[src/rtl/dds_pkg.sv]
// Shared definitions for the DDS receive-side meter: FSM state codes and
// offset-binary threshold helpers.
package dds_pkg;

  typedef logic [1:0] dds_state_t;

  localparam logic [1:0] ST_IDLE  = 2'd0;
  localparam logic [1:0] ST_ARMED = 2'd1;
  localparam logic [1:0] ST_HIGH  = 2'd2;
  localparam logic [1:0] ST_LOW   = 2'd3;

  // DDS samples are unsigned offset-binary: code MID represents zero amplitude.
  function automatic int unsigned dds_mid(input int unsigned amp_w);
    return int'(1) << (amp_w - 1);
  endfunction

  function automatic int unsigned dds_hi(input int unsigned amp_w, input int unsigned hyst);
    return dds_mid(amp_w) + hyst;
  endfunction

  function automatic int unsigned dds_lo(input int unsigned amp_w, input int unsigned hyst);
    return dds_mid(amp_w) - hyst;
  endfunction

  function automatic int dds_centered(input int unsigned code, input int unsigned amp_w);
    return int'(code) - int'(dds_mid(amp_w));
  endfunction

endpackage

[src/rtl/dds_xing_det.sv]
// Hysteresis comparator for dds_meter: combinational above/below level flags
// plus a registered strobe marking each rising mid-scale crossing.
module dds_xing_det
  import dds_pkg::*;
#(
  parameter int MAX_AMP = 8,
  parameter int HYST    = 4
) (
  input  logic               clk,
  input  logic               res,
  input  logic               sample_valid,
  input  logic [MAX_AMP-1:0] sample,
  output logic               above,
  output logic               below,
  output logic               rise
);

  localparam logic [MAX_AMP-1:0] HI = MAX_AMP'(dds_hi(MAX_AMP, HYST));
  localparam logic [MAX_AMP-1:0] LO = MAX_AMP'(dds_lo(MAX_AMP, HYST));

  logic low_q, low_d;
  logic rise_q, rise_d;

  assign above = (sample >= HI);
  assign below = (sample <= LO);

  // low_q remembers which side of the band the last out-of-band sample was on
  always_comb begin
    low_d = low_q;
    if (sample_valid && below) begin
      low_d = 1'b1;
    end else if (sample_valid && above) begin
      low_d = 1'b0;
    end
    rise_d = sample_valid && above && low_q;
  end

  always_ff @(posedge clk or posedge res) begin
    if (res) begin
      low_q  <= 1'b0;
      rise_q <= 1'b0;
    end else begin
      low_q  <= low_d;
      rise_q <= rise_d;
    end
  end

  assign rise = rise_q;

endmodule

[src/rtl/dds_meter.sv]
// Period and amplitude-extreme meter for a DDS sample stream. Define
// DDS_METER_AVG_EN to publish one averaged result per four waveform cycles.
module dds_meter
  import dds_pkg::*;
#(
  parameter int MAX_AMP   = 8,
  parameter int CNT_WIDTH = 16,
  parameter int HYST      = 4
) (
  input  logic                 clk,
  input  logic                 res,
  input  logic                 sample_valid,
  input  logic [MAX_AMP-1:0]   sample,
  output logic                 meas_valid,
  output logic [CNT_WIDTH-1:0] period,
  output logic [MAX_AMP-1:0]   peak,
  output logic [MAX_AMP-1:0]   trough,
  output logic                 locked,
  output logic                 timeout
);

  function automatic logic [MAX_AMP-1:0] amp_max(input logic [MAX_AMP-1:0] a,
                                                 input logic [MAX_AMP-1:0] b);
    return (a > b) ? a : b;
  endfunction

  function automatic logic [MAX_AMP-1:0] amp_min(input logic [MAX_AMP-1:0] a,
                                                 input logic [MAX_AMP-1:0] b);
    return (a < b) ? a : b;
  endfunction

  logic above, below, rise;

  dds_xing_det #(
    .MAX_AMP(MAX_AMP),
    .HYST   (HYST)
  ) u_xing (
    .clk         (clk),
    .res         (res),
    .sample_valid(sample_valid),
    .sample      (sample),
    .above       (above),
    .below       (below),
    .rise        (rise)
  );

  dds_state_t           state_q, state_d;
  logic [CNT_WIDTH-1:0] cnt_q, cnt_d;
  logic [MAX_AMP-1:0]   pk_q, pk_d;
  logic [MAX_AMP-1:0]   tr_q, tr_d;
  logic [CNT_WIDTH-1:0] period_q, period_d;
  logic [MAX_AMP-1:0]   peak_q, peak_d;
  logic [MAX_AMP-1:0]   trough_q, trough_d;
  logic                 pub_q, pub_d;
  logic                 locked_q, locked_d;
  logic                 timeout_q, timeout_d;

`ifdef DDS_METER_AVG_EN
  logic [CNT_WIDTH+1:0] acc_q, acc_d, acc_sum;
  logic [1:0]           grp_q, grp_d;
  logic [MAX_AMP-1:0]   gpk_q, gpk_d, gpk_nx;
  logic [MAX_AMP-1:0]   gtr_q, gtr_d, gtr_nx;
`endif

  always_comb begin
    state_d   = state_q;
    cnt_d     = cnt_q;
    pk_d      = pk_q;
    tr_d      = tr_q;
    period_d  = period_q;
    peak_d    = peak_q;
    trough_d  = trough_q;
    pub_d     = 1'b0;
    locked_d  = locked_q;
    timeout_d = 1'b0;
`ifdef DDS_METER_AVG_EN
    acc_d   = acc_q;
    grp_d   = grp_q;
    gpk_d   = gpk_q;
    gtr_d   = gtr_q;
    acc_sum = acc_q + {2'b00, cnt_q};
    gpk_nx  = amp_max(gpk_q, pk_q);
    gtr_nx  = amp_min(gtr_q, tr_q);
`endif

    if (sample_valid) begin
      case (state_q)
        ST_IDLE: begin
          if (below) state_d = ST_ARMED;
        end
        ST_ARMED: begin
          if (above) begin
            state_d = ST_HIGH;
            cnt_d   = CNT_WIDTH'(1);
            pk_d    = sample;
            tr_d    = sample;
          end
        end
        default: begin
          if (above && (state_q == ST_LOW)) begin
            // Rising crossing: the crossing sample opens the next cycle.
`ifdef DDS_METER_AVG_EN
            if (grp_q == 2'd3) begin
              period_d = acc_sum[CNT_WIDTH+1:2];
              peak_d   = gpk_nx;
              trough_d = gtr_nx;
              pub_d    = 1'b1;
              locked_d = 1'b1;
              acc_d    = '0;
              grp_d    = 2'd0;
              gpk_d    = '0;
              gtr_d    = '1;
            end else begin
              acc_d = acc_sum;
              grp_d = grp_q + 2'd1;
              gpk_d = gpk_nx;
              gtr_d = gtr_nx;
            end
`else
            period_d = cnt_q;
            peak_d   = pk_q;
            trough_d = tr_q;
            pub_d    = 1'b1;
            locked_d = 1'b1;
`endif
            state_d = ST_HIGH;
            cnt_d   = CNT_WIDTH'(1);
            pk_d    = sample;
            tr_d    = sample;
          end else if (&cnt_q) begin
            timeout_d = 1'b1;
            locked_d  = 1'b0;
            state_d   = ST_IDLE;
            cnt_d     = '0;
            pk_d      = '0;
            tr_d      = '1;
`ifdef DDS_METER_AVG_EN
            acc_d = '0;
            grp_d = 2'd0;
            gpk_d = '0;
            gtr_d = '1;
`endif
          end else begin
            cnt_d = cnt_q + CNT_WIDTH'(1);
            pk_d  = amp_max(pk_q, sample);
            tr_d  = amp_min(tr_q, sample);
            if (below) state_d = ST_LOW;
          end
        end
      endcase
    end
  end

  always_ff @(posedge clk or posedge res) begin
    if (res) begin
      state_q   <= ST_IDLE;
      cnt_q     <= '0;
      pk_q      <= '0;
      tr_q      <= '1;
      period_q  <= '0;
      peak_q    <= '0;
      trough_q  <= '0;
      pub_q     <= 1'b0;
      locked_q  <= 1'b0;
      timeout_q <= 1'b0;
`ifdef DDS_METER_AVG_EN
      acc_q <= '0;
      grp_q <= 2'd0;
      gpk_q <= '0;
      gtr_q <= '1;
`endif
    end else begin
      state_q   <= state_d;
      cnt_q     <= cnt_d;
      pk_q      <= pk_d;
      tr_q      <= tr_d;
      period_q  <= period_d;
      peak_q    <= peak_d;
      trough_q  <= trough_d;
      pub_q     <= pub_d;
      locked_q  <= locked_d;
      timeout_q <= timeout_d;
`ifdef DDS_METER_AVG_EN
      acc_q <= acc_d;
      grp_q <= grp_d;
      gpk_q <= gpk_d;
      gtr_q <= gtr_d;
`endif
    end
  end

  // Every publish coincides with the detector's rise strobe.
  assign meas_valid = pub_q & rise;
  assign period     = period_q;
  assign peak       = peak_q;
  assign trough     = trough_q;
  assign locked     = locked_q;
  assign timeout    = timeout_q;

endmodule
[config.mk]
export PLATFORM = sky130hd
export DESIGN_NAME = dds_meter
export DESIGN_NICKNAME = d
export VERILOG_FILES = /design/src/rtl/dds_pkg.sv /design/src/rtl/dds_xing_det.sv /design/src/rtl/dds_meter.sv
export SDC_FILE = /design/constraint.sdc
export NUM_CORES = 1
export LEC_CHECK = 0
export CORE_MARGIN = 3
export CORE_UTILIZATION = 55
export CTS_CLUSTER_DIAMETER = 100
export DETAILED_ROUTE_END_ITERATION = 10
export PLACE_DENSITY = 0.79
export SETUP_SLACK_MARGIN = 0.1
export SYNTH_ARGS = -nofsm -noshare
export SYNTH_HDL_FRONTEND = slang
export SYNTH_SLANG_ARGS = --single-unit
[constraint.sdc]
create_clock -name clk -period 6.7 [get_ports clk]
set_clock_uncertainty 0.1 [all_clocks]
set_input_delay 1.005 -clock clk [delete_from_list [all_inputs] [get_ports clk]]
set_output_delay 1.005 -clock clk [all_outputs]
set_load 0.005 [all_outputs]
# Yosys cells after proc, flatten, opt, wreduce, memory -nomap -nowiden

Index checks and enable logic that the tools add are counted.

Register bits: 71
Input bits: 11
Output and inout port bits: 35
Logic and storage cells: 72

Add/subtract/negate cells: 1
$lt $le $gt $ge: 4
Equal/unequal tests: 6
Multiplexer cells: 30
Bitwise logic cells: 3
Reduce and logical (&&, ||, !) cells: 16

Operator list:

| cell                                                                             | number |
|---|---|
| 8-bit two-way mux                                                                | 7 |
| 16-bit two-way mux                                                               | 3 |
| 16-bit case mux with 2 select lines                                              | 1 |
| 8-bit case mux with 2 select lines                                               | 2 |
| 16-bit by 1-bit adder with 16-bit output, second input constant                  | 1 |
| 16-bit AND reduction                                                             | 1 |
| 4-bit AND reduction                                                              | 3 |
| 1-bit two-way mux                                                                | 11 |
| 2-bit two-way mux                                                                | 5 |
| 3-bit AND reduction                                                              | 3 |
| 8-bit greater-or-equal comparator, second input constant                         | 1 |
| 8-bit > comparator                                                               | 1 |
| 8-bit by 7-bit less-or-equal comparator with 1-bit output, second input constant | 1 |
| 8-bit less-than comparator                                                       | 1 |
| 4-bit by 3-bit inequality test with 1-bit output, second input constant          | 2 |
| 1-bit logical AND                                                                | 4 |
| 2-bit case mux with 2 select lines                                               | 1 |
| 2-bit nonzero test                                                               | 2 |
| 4-bit nonzero test                                                               | 1 |
| 2-bit by 1-bit == test with 1-bit output, second input constant                  | 1 |
| 2-bit == test, second input constant                                             | 1 |
| 2-bit zero test                                                                  | 1 |
| 2-bit by 1-bit inequality test with 1-bit output, second input constant          | 1 |
| 2-bit inequality test, second input constant                                     | 1 |
| other kinds (3)                                                                  | 4 |

# Longest topological paths before layout

Depth after elaboration: 5
Gate-level depth with buffers: 9
Depth with buffers taken out: 8

# Cells and area by module

A second synthesis with hierarchy kept.

Cell total of the unflattened synthesis: 375
Area, all modules: 3633.5 sq um

By module, submodules not included:

| module       | instances | cells each | area an instance (sq um) | sequential area each (sq um) |
|---|---|---|---|---|
| dds_meter    | 1         | 359        | 3500.9                   | 1736.7 |
| dds_xing_det | 1         | 16         | 132.6                    | 50.0 |

# Least setup slack after synthesis

OpenSTA, ideal clock, no wires.

Kind: in2reg
Start point: input sample[1]
End point: register tr_q[0]
Setup time: 0.084 ns
Arrival: 2.454 ns
Data required time: 6.516 ns
Path slack: 4.062 ns
Stages on the path: 8
Path buffers: 0
Cells stage by stage: inv_1 -> ha_1 -> or3b_1 -> o2111ai_1 -> a31oi_1 -> a211o_1 -> o21a_2 -> o32a_1

Word-level cells in the longest chain between the ends: 4
Elaborated cells on any way between the ends: 8
Classes of those cells: order compare (2); eq/ne (2); mux (2); reduce/logical (2)

Ends and longest elaborated chain:

| what                                                                                                          | RTL line           | RTL |
|---|---|---|
| start: declaration                                                                                            | dds_meter.sv:13    | `input logic [MAX_AMP-1:0] sample,` |
| 8-bit greater-or-equal comparator                                                                             | dds_xing_det.sv:24 | `assign above = (sample >= HI);` |
| 1-bit logical AND                                                                                             | dds_meter.sv:100   | `if (above && (state_q == ST_LOW)) begin` |
| 4-bit by 3-bit inequality test with 1-bit output (no source line) / 8-bit two-way mux (equally long branches) | --                 |  |
| 4-bit AND reduction (no source line) / 8-bit case mux with 2 select lines (equally long branches)             | --                 |  |
| end signal: assignment                                                                                        | dds_meter.sv:176   | `tr_q <= tr_d;` |
| end: declaration                                                                                              | dds_meter.sv:50    | `logic [MAX_AMP-1:0] tr_q, tr_d;` |

Several ways; a longest one is shown, not always the timed one.
A chain may end at the register's enable or synchronous reset.

# Worst setup path after layout

Start point: input sample[5]
End point: register period_q[11] (netlist: period[11])

Word-level cells in the longest chain between the ends: 3

Ends and longest elaborated chain:

| what                                 | RTL line           | RTL |
|---|---|---|
| 8-bit greater-or-equal comparator    | dds_xing_det.sv:24 |  |
| 1-bit logical AND                    | dds_meter.sv:100   |  |
| 3-bit AND reduction (no source line) | --                 |  |
| end signal: assignment               | dds_meter.sv:177   | `period_q <= period_d;` |
| end: declaration                     | dds_meter.sv:51    | `logic [CNT_WIDTH-1:0] period_q, period_d;` |

No other way between the ends.

==> impl_metrics.csv <==
group,metric,value,unit
placed_design,placed_cell_area,0.00405,mm²
timing,fin_setup_tns,0,ns
worst_setup_path,max_stage_delay,0.98,ns
clock_network,numCtsBuffers,9,
floorplan,die_x,87.5,µm
worst_setup_path,critPathKind,"in2reg",
clock_network,cts.sinks,71,
clock_network,cts-root-buf,"clkbuf_8",
finish,utilization,66.8,%
pwr,power_density,369,mW/mm²
worst_setup_path,required,6.83,ns
timing,rsz0062_at_grt,"false",
timing,fin_ws,3.22,ns
worst_setup_path,cp_max_fo,34,
floorplan,die_area,0.00765,mm²
worst_setup_path,end_kind,"flip-flop",
finish,diodes,0,
timing,worst_pin_slew,1.10,ns
synth,synth_cell_types,60,
floorplan,rows,29,
clock_network,clock_path_buffers,2,
drt,wl_per_cell,18.4,µm
worst_setup_path,critPathLaunchType,"input pin",
timing,slew-limit-headroom,26.4,%
clock_network,cts_max_level,3,
drt,via_per_inst,6.07,
worst_setup_path,crit_family,"simple AND/OR/NAND/NOR gates",
timing,setup_viol,0,
drt,drt_pass1_iterations,4,
finish,final_common_cell,"dfrtp_1",
finish,drive_above_1_share,23.1,%
synth,synth_area,0.00365,mm²
placed_design,port_buffers,45,
pwr,p_leak,1.86,nW
synth,synth_ff_type,"dfrtp_1",
floorplan,core-area,0.00639,mm²
finish,area_growth,16.8,%
run,maxCapViolCount,0,
global_routing,grtUsageTotal,21.6,%
drt,drc,0,
synth,postSynthCellCount,286,
worst_setup_path,cp_num_buf_inv,2,
global_routing,grt_overflow,0,
clock_network,clock_latency,0.35,ns
global_routing,grt_pass1_wl,12600,µm
timing,period_share,51.9,%
synth,synth-seq-cells,71,
finish,stdcell_area,0.00427,mm²
min_path,min_path_type,"reg2reg",
global_routing,antenna_found_initial,0,
timing,slew_viol_final,0,
finish,fillers,474,
clock_network,cts_tree,"done",
floorplan,die_height,87.5,µm
worst_setup_path,cp.arrival,3.60,ns
clock_network,cts_setup_buffers,0,
timing,finalHoldViolCount,0,
finish,nNetsFinal,356,
clock_network,path_clk_slew,0.07,ns
placed_design,post-dp-hpwl,5160,µm
drt,postRouteAntennaNets,0,
outcome,outcome,"finished clean",
finish,final_cell_mix,"dfrtp_1, clkdlybuf4s50_1, mux2_4",
synth,async_flop_share,100,%
placed_design,dpl_worst_slack,2.85,ns
timing,fmax,0.288,GHz
drt,drt-total-wl,7570,µm
synth,ys_warn_count,0,
worst_setup_path,path_cells,"clkdlybuf4s50_1 > inv_1 > a311oi_2 > and3_2 > mux2_2",
clock_network,ctsHoldBuffers,0,
floorplan,start_util,57.2,%
clock_network,cts.repair.resized,0,
pwr,ir_drop,236,µV
drt,dr.first_iter.drc_count,197,
timing,period_minus_slack,3.48,ns
worst_setup_path,cp_slowest_cell,"and3_2",
global_routing,grt_max_degree,72,
synth,syn-num-nets,313,
placed_design,gp_congestion,0.888,
worst_setup_path,reg2reg_slack,4.14,ns
synth,synth_edf_count,0,
pwr,total_power,0.00157,W
global_routing,grt_pass1_vias,2443,
drt,dr_total_vias,2496,
synth,syn_avg_cell_area,12.8,µm²
synth,yosysSeqAreaShare,48.9,%
floorplan,ios,46,
[flip-flops by register name (all words and copies together), names as in the netlist]
name and cells:
cnt_q 16, locked 1, peak 8, period 16, pk_q 8, pub_q 1
state_q 2, timeout 1, tr_q 8, trough 8, u_xing.low_q 1, u_xing.rise 1
[worst register-to-register path: stages (launching register included)]
cell,delay (ns)
dfrtp_1,0.49
nor3b_2,0.22
a221oi_4,0.45
nand2b_1,0.60
o21ai_2,0.29
a32o_1,0.30
[cell type report]
type	count	area [µm²]	share of cell area, %
Sequential cell	71	1790	41.9
Multi-Input combinational cell	190	1670	39.1
Timing Repair Buffer	46	458	10.7
Tap cell	77	96.3	2.26
Inverter	11	41.3	0.968
Clock buffer	12	145	3.40
Clock inverter	4	70.1	1.64
[power breakdown]
group	internal, W	leakage (nW)	total (W)	switching, W
Sequential	0.000567	0.891	0.000671	0.000104
Combinational	0.000313	0.860	0.000532	0.000220
Clock	0.000219	0.110	0.000371	0.000152
[per-stage QoR]
step	std cells	hold slack, ns
2_1_floorplan	286	0.347
3_3_place_gp	395	0.361
3_5_place_dp	395	0.376
4_1_cts	411	0.392
5_1_grt	411	0.408
6_report	411	0.389
[routing by layer]
metal	GRT usage, %	routed length [µm]
met1	32.2	3540
met4	9.34	149
met2	30.6	3420
met5	0	0
met3	3.78	462
[path summary, 6_finish.rpt]
path	from	end	depth (start not counted)
setup / recovery	sample[5]	period[11]	5
hold / removal	u_xing.low_q	u_xing.low_q	2
setup reg to reg	state_q[1]	pk_q[4]	5
hold reg to reg	u_xing.low_q	u_xing.low_q	2
max in group asynchronous	res	period[11]	3
min in group asynchronous	res	period[6]	3
[cells in the mapped netlist (3+ instances only)]
master    number  area [µm²]
or3_1          3        18.8
o21ai_1        4        20.0
a21oi_1       14        70.1
o21ai_0       13        65.1
dfrtp_1       63        1580
buf_2          3        15.0
nand2_1       17        63.8
o31ai_1        3        22.5
inv_1         10        37.5
o32a_1         8        80.1
mux2_4        28         420
nand3_1        5        25.0
buf_6          7        78.8
nand4_1        6        37.5
dfstp_2        8         210
ha_1          16         200
buf_12         3        60.1
a32o_1         8        80.1
nor2b_1        3        18.8
mux2_2         4        45.0
o211ai_1       3        22.5
and3_1         3        18.8
nor2_1         7        26.3
[cells by family (layout without fill, tap and decap cells)]
| family | after synthesis | in the layout | synth area share [%] |
|---|---|---|---|
| AOI/OAI and AO/OA | 76 | 76 | 16.2 |
| DFF | 71 | 71 | 48.9 |
| and+or+nand+nor | 62 | 62 | 10.3 |
| muxes | 32 | 32 | 12.7 |
| buffers and inverters | 25 | 73 | 5.45 |
| adders and majority gates | 16 | 16 | 5.48 |
| xor gates and xnor gates | 4 | 4 | 0.959 |
Power figures use the tool's default switching activity.
